File: src/rtl/collision_monitor.sv
`default_nettype none
// ============================================================================
// Module   : collision_monitor
// Purpose  : Per-pixel dino/obstacle overlap counter with a frame-streak
//            confirmation FSM that drives a sticky collision flag.
// Revision : 1.0 - initial release
// ============================================================================
module collision_monitor #(
    parameter int ScreenW       = 640,
    parameter int ScreenH       = 480,
    parameter int HitThreshold  = 4,
    parameter int ConfirmFrames = 2
) (
    input  logic       clk,
    input  logic       rst,
    input  logic [9:0] vgaX,
    input  logic [8:0] vgaY,
    input  logic       dinoPix,
    input  logic       obsPix,
    input  logic [1:0] gameState,
    output logic       collided,
    output logic [9:0] hitCount,
    output logic       frameDone
);

    localparam logic [10:0] c_SCREEN_W = 11'(ScreenW);
    localparam logic [9:0]  c_SCREEN_H = 10'(ScreenH);
    localparam logic [9:0]  c_LAST_X   = 10'(ScreenW - 1);
    localparam logic [8:0]  c_LAST_Y   = 9'(ScreenH - 1);
    localparam logic [9:0]  c_THRESH   = 10'(HitThreshold);
    localparam logic [2:0]  c_CONFIRM  = 3'(ConfirmFrames);
    localparam logic [1:0]  c_GS_INIT  = 2'b00;
    localparam logic [1:0]  c_GS_PLAY  = 2'b01;

    localparam logic [1:0]  c_IDLE  = 2'd0;
    localparam logic [1:0]  c_ARMED = 2'd1;
    localparam logic [1:0]  c_HIT   = 2'd2;

    logic [1:0]  r_state;
    logic [1:0]  w_stateNext;
    logic [2:0]  r_streak;
    logic [2:0]  w_streakNext;
    logic [2:0]  w_streakInc;
    logic [9:0]  r_acc;
    logic [9:0]  r_prevX;
    logic [8:0]  r_prevY;
    logic        r_collided;
    logic [9:0]  r_hitCount;
    logic        r_frameDone;
    logic        w_onScreen;
    logic        w_overlap;
    logic        w_atEnd;
    logic        w_prevAtEnd;
    logic        w_frameEnd;
    logic [10:0] w_sum;
    logic [9:0]  w_total;

    assign w_onScreen  = ({1'b0, vgaX} < c_SCREEN_W) && ({1'b0, vgaY} < c_SCREEN_H);
    assign w_overlap   = dinoPix & obsPix & w_onScreen;
    assign w_atEnd     = (vgaX == c_LAST_X) && (vgaY == c_LAST_Y);
    assign w_prevAtEnd = (r_prevX == c_LAST_X) && (r_prevY == c_LAST_Y);
    // A scan that dwells on the last pixel must still produce only one frame end.
    assign w_frameEnd  = w_atEnd && !w_prevAtEnd;

    assign w_sum       = {1'b0, r_acc} + {10'd0, w_overlap};
    assign w_total     = w_sum[10] ? 10'h3FF : w_sum[9:0];
    assign w_streakInc = r_streak + 3'd1;

    always_comb begin
        w_stateNext  = r_state;
        w_streakNext = r_streak;
        case (r_state)
            c_IDLE: begin
                w_streakNext = 3'd0;
                if (w_frameEnd && gameState == c_GS_PLAY) begin
                    w_stateNext = c_ARMED;
                end
            end
            c_ARMED: begin
                if (gameState == c_GS_INIT) begin
                    w_stateNext  = c_IDLE;
                    w_streakNext = 3'd0;
                end else if (w_frameEnd) begin
                    if (gameState != c_GS_PLAY) begin
                        w_stateNext  = c_IDLE;
                        w_streakNext = 3'd0;
                    end else if (w_total >= c_THRESH) begin
                        w_streakNext = w_streakInc;
                        if (w_streakInc == c_CONFIRM) begin
                            w_stateNext = c_HIT;
                        end
                    end else begin
                        w_streakNext = 3'd0;
                    end
                end
            end
            c_HIT: begin
                if (gameState == c_GS_INIT) begin
                    w_stateNext  = c_IDLE;
                    w_streakNext = 3'd0;
                end
            end
            default: begin
                w_stateNext  = c_IDLE;
                w_streakNext = 3'd0;
            end
        endcase
    end

    always_ff @(posedge clk) begin
        if (rst) begin
            r_state     <= c_IDLE;
            r_streak    <= 3'd0;
            r_acc       <= 10'd0;
            r_prevX     <= 10'h3FF;
            r_prevY     <= 9'h1FF;
            r_collided  <= 1'b0;
            r_hitCount  <= 10'd0;
            r_frameDone <= 1'b0;
        end else begin
            r_state     <= w_stateNext;
            r_streak    <= w_streakNext;
            r_prevX     <= vgaX;
            r_prevY     <= vgaY;
            r_collided  <= (w_stateNext == c_HIT);
            r_frameDone <= w_frameEnd;
            if (w_frameEnd) begin
                r_hitCount <= w_total;
                r_acc      <= 10'd0;
            end else begin
                r_acc      <= w_total;
            end
        end
    end

    assign collided  = r_collided;
    assign hitCount  = r_hitCount;
    assign frameDone = r_frameDone;

endmodule
`default_nettype wire
File: config.mk
export PLATFORM = sky130hd
export DESIGN_NAME = collision_monitor
export DESIGN_NICKNAME = d
export VERILOG_FILES = /design/src/rtl/collision_monitor.sv
export SDC_FILE = /design/constraint.sdc
export NUM_CORES = 1
export LEC_CHECK = 0
export CAP_MARGIN = 20
export CORE_MARGIN = 8
export CORE_UTILIZATION = 55
export CTS_CLUSTER_SIZE = 28
export DETAILED_ROUTE_END_ITERATION = 8
export HOLD_SLACK_MARGIN = 0.02
export PLACE_DENSITY = 0.84
export SYNTH_ARGS = -nofsm -noshare
export SYNTH_HDL_FRONTEND = slang
export SYNTH_SLANG_ARGS = --single-unit
File: constraint.sdc
create_clock -name clk -period 6.15 [get_ports clk]
set_input_delay 0.9225 -clock clk [delete_from_list [all_inputs] [get_ports clk]]
set_output_delay 0.9225 -clock clk [all_outputs]
set_load 0.02 [all_outputs]
==> results of run 1 <==
==> cells by family (layout without fill, tap and decap cells) <==
family,Yosys count,in the layout
adders and majority gates,4,4
AOI/OAI and AO/OA,43,43
buffers and inverters,9,47
DFF,46,46
and+or+nand+nor,102,102
xor gates and xnor gates,4,4
==> registers in the layout, summed over array words and instances (netlist names) <==
signal / count
r_prevY: 9
hitCount: 10
frameDone: 1
r_state: 2
collided: 1
r_streak: 3
r_prevX: 10
r_acc: 10
==> layout make-up <==
cell class / instances / area [um^2] / area share [%]
multi-input cells: 153 / 964.7 / 40.64
flip-flops and latches: 46 / 920.9 / 38.80
repair buffers: 36 / 360.3 / 15.18
well taps: 46 / 57.56 / 2.425
clock buffers: 5 / 37.54 / 1.581
clock inverters: 3 / 21.27 / 0.8962
inverters: 3 / 11.26 / 0.4744
==> Yosys cell counts (4+ instances only) <==
master / count
nand4b_1: 4
nor2_1: 28
ha_1: 4
o21ai_0: 6
nand2_1: 8
or2_2: 21
nand4_1: 4
dfxtp_1: 46
clkbuf_1: 4
nand3_1: 13
nor3_1: 6
a21oi_1: 6
a211oi_1: 5
==> power breakdown <==
part / total, mW / switching [mW] / leakage (nW) / internal [mW]
clock network: 0.141 / 0.0969 / 0.0312 / 0.0445
registers: 0.307 / 0.00194 / 0.376 / 0.305
logic: 0.0353 / 0.0146 / 0.390 / 0.0207
==> worst register-to-register path, delay by kind of cell, from the launching register on <==
family                   cells  cell delay [ns]
adder cells (fa/ha/maj)      2             0.52
flip-flops                   1             0.34
AO/OA/AOI/OAI                3             0.93
AND/OR/NAND/NOR              2             0.28
==> per-layer routing <==
| layer | share of wire [%] | GRT usage [%] | vias to the layer above |
|---|---|---|---|
| met5 | 0 | 0 | - |
| met4 | 2.3 | 8.742 | 0 |
| met3 | 6.5 | 4.394 | 10 |
| met2 | 43 | 23.90 | 57 |
| met1 | 48 | 20.14 | 730 |
| li1 | - | - | 829 |
==> path summary, 6_finish.rpt <==
check        cells after the start                     start  slack, ns                  endpoint
max                             11                   vgaX[8]       2.71  r_streak[1]$_SDFFE_PP0P_
min reg2reg                      2  hitCount[6]$_SDFFE_PP0P_       0.46  hitCount[6]$_SDFFE_PP0P_
min                              2  hitCount[6]$_SDFFE_PP0P_       0.46  hitCount[6]$_SDFFE_PP0P_
max reg2reg                      7       r_acc[0]$_SDFF_PP0_       3.99  r_streak[1]$_SDFFE_PP0P_
==> per-stage QoR <==
| stage | instance area, um^2 | util [%] | hold WS [ns] |
|---|---|---|---|
| after CTS | 2374 | 70.57 | 0.4636 |
| after global routing | 2374 | 70.57 | 0.4874 |
| final | 2374 | 70.57 | 0.4593 |
| after detailed placement | 2315 | 68.82 | 0.4457 |
| after floorplan | 1928 | - | 0.4659 |
| after global placement | 2315 | 68.82 | 0.4396 |
==> results.sh, run 1 <==
export IMPL_synthesis_area_um2=1928
export IMPL_cts_buffer_depth=2
export IMPL_worstPathMaxFanout=8
export IMPL_finalPower_mw=0.4837
export IMPL_ys_flop_type="dfxtp_1"
export IMPL_worstPathRequired_ns=6.43
export IMPL_fp_dieArea_um2=5657
export IMPL_rows=21
export IMPL_worst_path_max_delay_cell="clkdlybuf4s50_1"
export IMPL_synth_top_family_by_area="simple AND/OR/NAND/NOR gates"
export IMPL_synth_simple_area_share_pct=28.16
export IMPL_setup_ws_ns=2.713
export IMPL_synthMuxAreaShare_pct=0
export IMPL_diodes=0
export IMPL_synth_cell_type_count=47
export IMPL_ir_worst_vdd_mv=0.1343
export IMPL_yosysSeqAreaShare_pct=47.76
export IMPL_synth_top_area_share_pct=47.76
export IMPL_cts_hold_buf=0
export IMPL_cts_tree="built"
export IMPL_ys_ff_latch=46
export IMPL_outcome="finished clean"
export IMPL_postSynthAreaPerCell_um2=9.270
export IMPL_crit_type="in2reg"
export IMPL_p_per_area_nw_per_um2=203.8
export IMPL_grt_pass1_vias=1545
export IMPL_layout_common_cells="dfxtp_1, clkdlybuf4s50_1, nor2_1"
export IMPL_area_delta_synth_final_pct=23.10
export IMPL_final_nets=274
export IMPL_drive_gt1_share_pct=15.45
export IMPL_finalHoldViolations=0
export IMPL_setup_tns_ns=0
export IMPL_vias=1626
export IMPL_clkSinkCount=46
export IMPL_fin_crit_sh_pct=55.89
export IMPL_synthAdderAreaFrac_pct=2.596
export IMPL_synth_area_leaders="dfxtp_1, or2_2, nor2_1"
export IMPL_synth_nets=237
export IMPL_antenna_left=0
export IMPL_synth_compound_area_share_pct=17.46
export IMPL_fin_cells=292
export IMPL_first_pass_iters=4
export IMPL_synth_enable_flop_cells=0
export IMPL_setup_viol=0
export IMPL_yosysWarningCount=0
export IMPL_finalWeightedCongestion=0.8969
export IMPL_antenna_found_initial=0
export IMPL_dp_cells=284
export IMPL_cpPeakStageDelay_ns=0.45
export IMPL_cpLargestDelayFamily="compound AO/OA/AOI/OAI gates"
export IMPL_final_common_cell="dfxtp_1"
export IMPL_rsz0062_at_grt="false"
export IMPL_h_tree_depth=2
export IMPL_die_h_um=75.21
export IMPL_route_detailed_drc=0
export IMPL_grtUsageTotal_pct=15.95
export IMPL_cts_resized=0
export IMPL_grt_pass1_wl_um=6886
export IMPL_crit_buf_inv=1
export IMPL_cap_viol_max_count=0
export IMPL_cts_setup_buffers=0
export IMPL_io_pins=37
export IMPL_start_kind="primary input"
export IMPL_core_area_um2=3363
export IMPL_cts_buffers=5
export IMPL_io_buffers=36
export IMPL_hold_path_class="reg2reg"
export IMPL_clkTransAtPathRegs_ns=0.13
export IMPL_clock_fmax_mhz=290.9
export IMPL_cts_root_buf="clkbuf_4"
export IMPL_place_ws_ns=2.376
export IMPL_chipWidth_um=75.21
export IMPL_wirelength_um=4212
export IMPL_worst_ep_arrival_time_ns=3.71
export IMPL_synth_cells=208
export IMPL_crit_chain="clkdlybuf4s50_1, o21ai_0, nand3_1, a41oi_1, ha_1, ha_1, nand3_1, a221oi_2, a41o_1, nor3_1, a31o_2"
export IMPL_vias_per_cell=5.568
export IMPL_start_util_pct=57.33
export IMPL_grt_max_degree=33
export IMPL_dp_hpwl_um=3150
export IMPL_min_period_ns=3.437
export IMPL_finalClockSkew_ns=0.01235
export IMPL_grt_overflow_total=0
export IMPL_insertion_delay_ns=0.37
export IMPL_synth_xor_area_share_pct=1.817
export IMPL_first_iter_violations=92
export IMPL_slew_headroom_pct=35.08
export IMPL_endpoint_kind="flop"
export IMPL_final_max_slew_viol_count=0
export IMPL_ys_async_sr_fraction_pct=0
export IMPL_tightest_slew_ns=0.9708
export IMPL_fill_cells=290
export IMPL_total_leakage_power_nw=0.7973
export IMPL_yosysTopAreaCell="dfxtp_1"
export IMPL_wl_per_cell_um=14.42
No activity file was read; power rests on OpenSTA's default activity.
==> run 2: changes to the inputs <==
Settings changed: CORE_UTILIZATION 55 to 51, PLACE_DENSITY 0.84 to 0.79.
Clock period 6.15 ns to 3.3 ns, I/O delays scaled along.
==> run 2 against run 1 <==
Against the previous run:
- critical path depth unchanged
- design area up 4.3%
- non-clock buffer count up 6
- register-to-register slack worse by 2.7 ns
- worst setup slack worse by 2.3 ns
- first-iteration DRC count up 43%
- clock-buffer cell count up 1
- combinational power up 86%
- power up 120%
- core utilization down 3.0 points
- global-route usage down 1.7 points
- critical endpoint unchanged
- largest power group unchanged
- highest routed layer unchanged
==> results.sh, run 2 (same netlist as run 1, synthesis figures left out) <==
export IMPL_worst_path_max_delay_cell="clkdlybuf4s50_1"
export IMPL_grtUsageTotal_pct=14.29
export IMPL_slew_headroom_pct=66.07
export IMPL_grt_pass1_wl_um=7017
export IMPL_vias=1615
export IMPL_crit_cells=11
export IMPL_cts_buffer_depth=2
export IMPL_clkSinkCount=46
export IMPL_finalHoldViolations=0
export IMPL_grt_overflow_total=0
export IMPL_worstPathRequired_ns=3.49
export IMPL_cts_tree="built"
export IMPL_min_period_ns=2.921
export IMPL_total_leakage_power_nw=0.8529
export IMPL_cts_buffers=5
export IMPL_insertion_delay_ns=0.30
export IMPL_p_switching_mw=0.2059
export IMPL_wl_per_cell_um=13.55
export IMPL_grt_pass1_vias=1579
export IMPL_crit_buf_inv=1
export IMPL_multi_input_area_um2=964.7
export IMPL_clock_fmax_mhz=342.4
export IMPL_fin_crit_sh_pct=88.51
export IMPL_cts_hold_buf=0
export IMPL_chipWidth_um=77.49
export IMPL_drive_gt1_share_pct=17.13
export IMPL_p_per_area_nw_per_um2=426.4
export IMPL_fp_dieArea_um2=6004
export IMPL_io_buffers=36
export IMPL_cap_viol_max_count=0
export IMPL_die_h_um=77.49
export IMPL_clkTransAtPathRegs_ns=0.08
export IMPL_area_delta_synth_final_pct=28.36
export IMPL_crit_chain="clkdlybuf4s50_1, o21ai_0, nand3_1, a41oi_1, ha_1, ha_1, o2111ai_1, a221oi_2, a41o_1, nor3_1, a31o_2"
export IMPL_diodes=0
export IMPL_route_detailed_drc=0
export IMPL_cpMostUsedCell="ha_1"
export IMPL_ir_worst_vdd_mv=0.3084
export IMPL_finalClockSkew_ns=0.008323
export IMPL_h_tree_depth=2
export IMPL_cts_root_buf="clkbuf_8"
export IMPL_seqPwrFrac_pct=54.2
export IMPL_pwr_share_clk_pct=39.6
export IMPL_finalPower_mw=1.055
export IMPL_register_area_um2=920.9
export IMPL_io_pins=37
export IMPL_worst_ep_arrival_time_ns=3.11
export IMPL_utilization_pct=67.60
export IMPL_comb_power_share_pct=6.2
export IMPL_setup_ws_ns=0.3791
export IMPL_vias_per_cell=5.401
export IMPL_core_area_um2=3661
export IMPL_setup_tns_ns=0
export IMPL_fill_cells=282
export IMPL_cts_resized=0
export IMPL_grt_max_degree=32
export IMPL_outcome="finished clean"
export IMPL_final_common_cell="dfxtp_1"
export IMPL_antenna_left=0
export IMPL_hold_depth=2
export IMPL_dp_hpwl_um=3022
export IMPL_endpoint_kind="flop"
export IMPL_first_iter_violations=132
export IMPL_final_nets=280
export IMPL_cts_setup_buffers=0
export IMPL_swShare_pct=19.51
export IMPL_ff2ff_path_depth=8
export IMPL_rows=22
export IMPL_tightest_slew_ns=0.5043
export IMPL_setup_viol=0
export IMPL_hold_ws_ns=0.4533
export IMPL_start_kind="primary input"
export IMPL_finalWeightedCongestion=0.9171
export IMPL_crit_type="in2reg"
export IMPL_wirelength_um=4050
export IMPL_cell_internal_pwr_mw=0.8494
export IMPL_final_max_slew_viol_count=0
export IMPL_start_util_pct=52.67
export IMPL_cpLargestDelayFamily="compound AO/OA/AOI/OAI gates"
export IMPL_cpPeakStageDelay_ns=0.45
export IMPL_worstPathMaxFanout=5
export IMPL_hold_path_class="reg2reg"
export IMPL_rsz0062_at_grt="false"
export IMPL_antenna_found_initial=0
export IMPL_layout_common_cells="dfxtp_1, clkdlybuf4s50_1, nor2_1"
export IMPL_place_ws_ns=0.06026
export IMPL_first_pass_iters=4
-- run 2: worst paths after layout --
path	slack, ns	from	end
worst max register to register	1.27	r_acc[0]$_SDFF_PP0_	r_streak[1]$_SDFFE_PP0P_
worst min register to register	0.45	hitCount[8]$_SDFFE_PP0P_	hitCount[8]$_SDFFE_PP0P_
worst min-delay path	0.45	hitCount[8]$_SDFFE_PP0P_	hitCount[8]$_SDFFE_PP0P_
worst max-delay path	0.38	vgaX[8]	r_streak[1]$_SDFFE_PP0P_
-- run 2: through the flow --
step / cells / instance area [um^2]
global route: 299 / 2475
CTS: 299 / 2475
floorplan: 208 / 1928
global placement: 292 / 2362
finish: 299 / 2475
detailed placement: 292 / 2362
-- run 2: worst reg2reg max path, stage by stage, from the launching register on --
cell	delay, ns
dfxtp_1	0.32
ha_1	0.23
ha_1	0.25
nand2b_1	0.16
nor4_1	0.18
a211o_1	0.20
a41o_1	0.29
nor3_1	0.08
a31o_2	0.21
-- run 2: final cells by class --
type / instances / share of cell area (%)
timing repair buffer: 42 / 16.38
tap: 48 / 2.427
sequential: 46 / 37.21
multi-input combinational: 153 / 38.98
clock inverter: 1 / 1.213
inverter: 3 / 0.4550
clock buffer: 6 / 3.337
-- run 2: power by group through the flow --
stage	clock [mW]	sequential [mW]	combinational (mW)
after floorplan	0	0.583	0.0262
after global placement	0	0.584	0.0657
after detailed placement	0	0.585	0.0662
after CTS	0.427	0.572	0.0663
after global routing	0.449	0.573	0.0724
final	0.418	0.572	0.0655
-- run 2: routing by layer --
layer  global-route usage (%)  up-vias  part of all wire (%)
li1                         -      840                     -
met1                    17.32      725                    49
met2                    22.66       45                    44
met3                    4.493        5                   5.0
met4                    6.415        0                   1.8
met5                        0        -                     0
==> run 3: changes to the inputs <==
Settings changed: GPL_TIMING_DRIVEN set to 1, HOLD_SLACK_MARGIN 0.02 to not set.
==> results of run 3 <==
No change in the layout: final DEF, timing and power equal those of run 2.
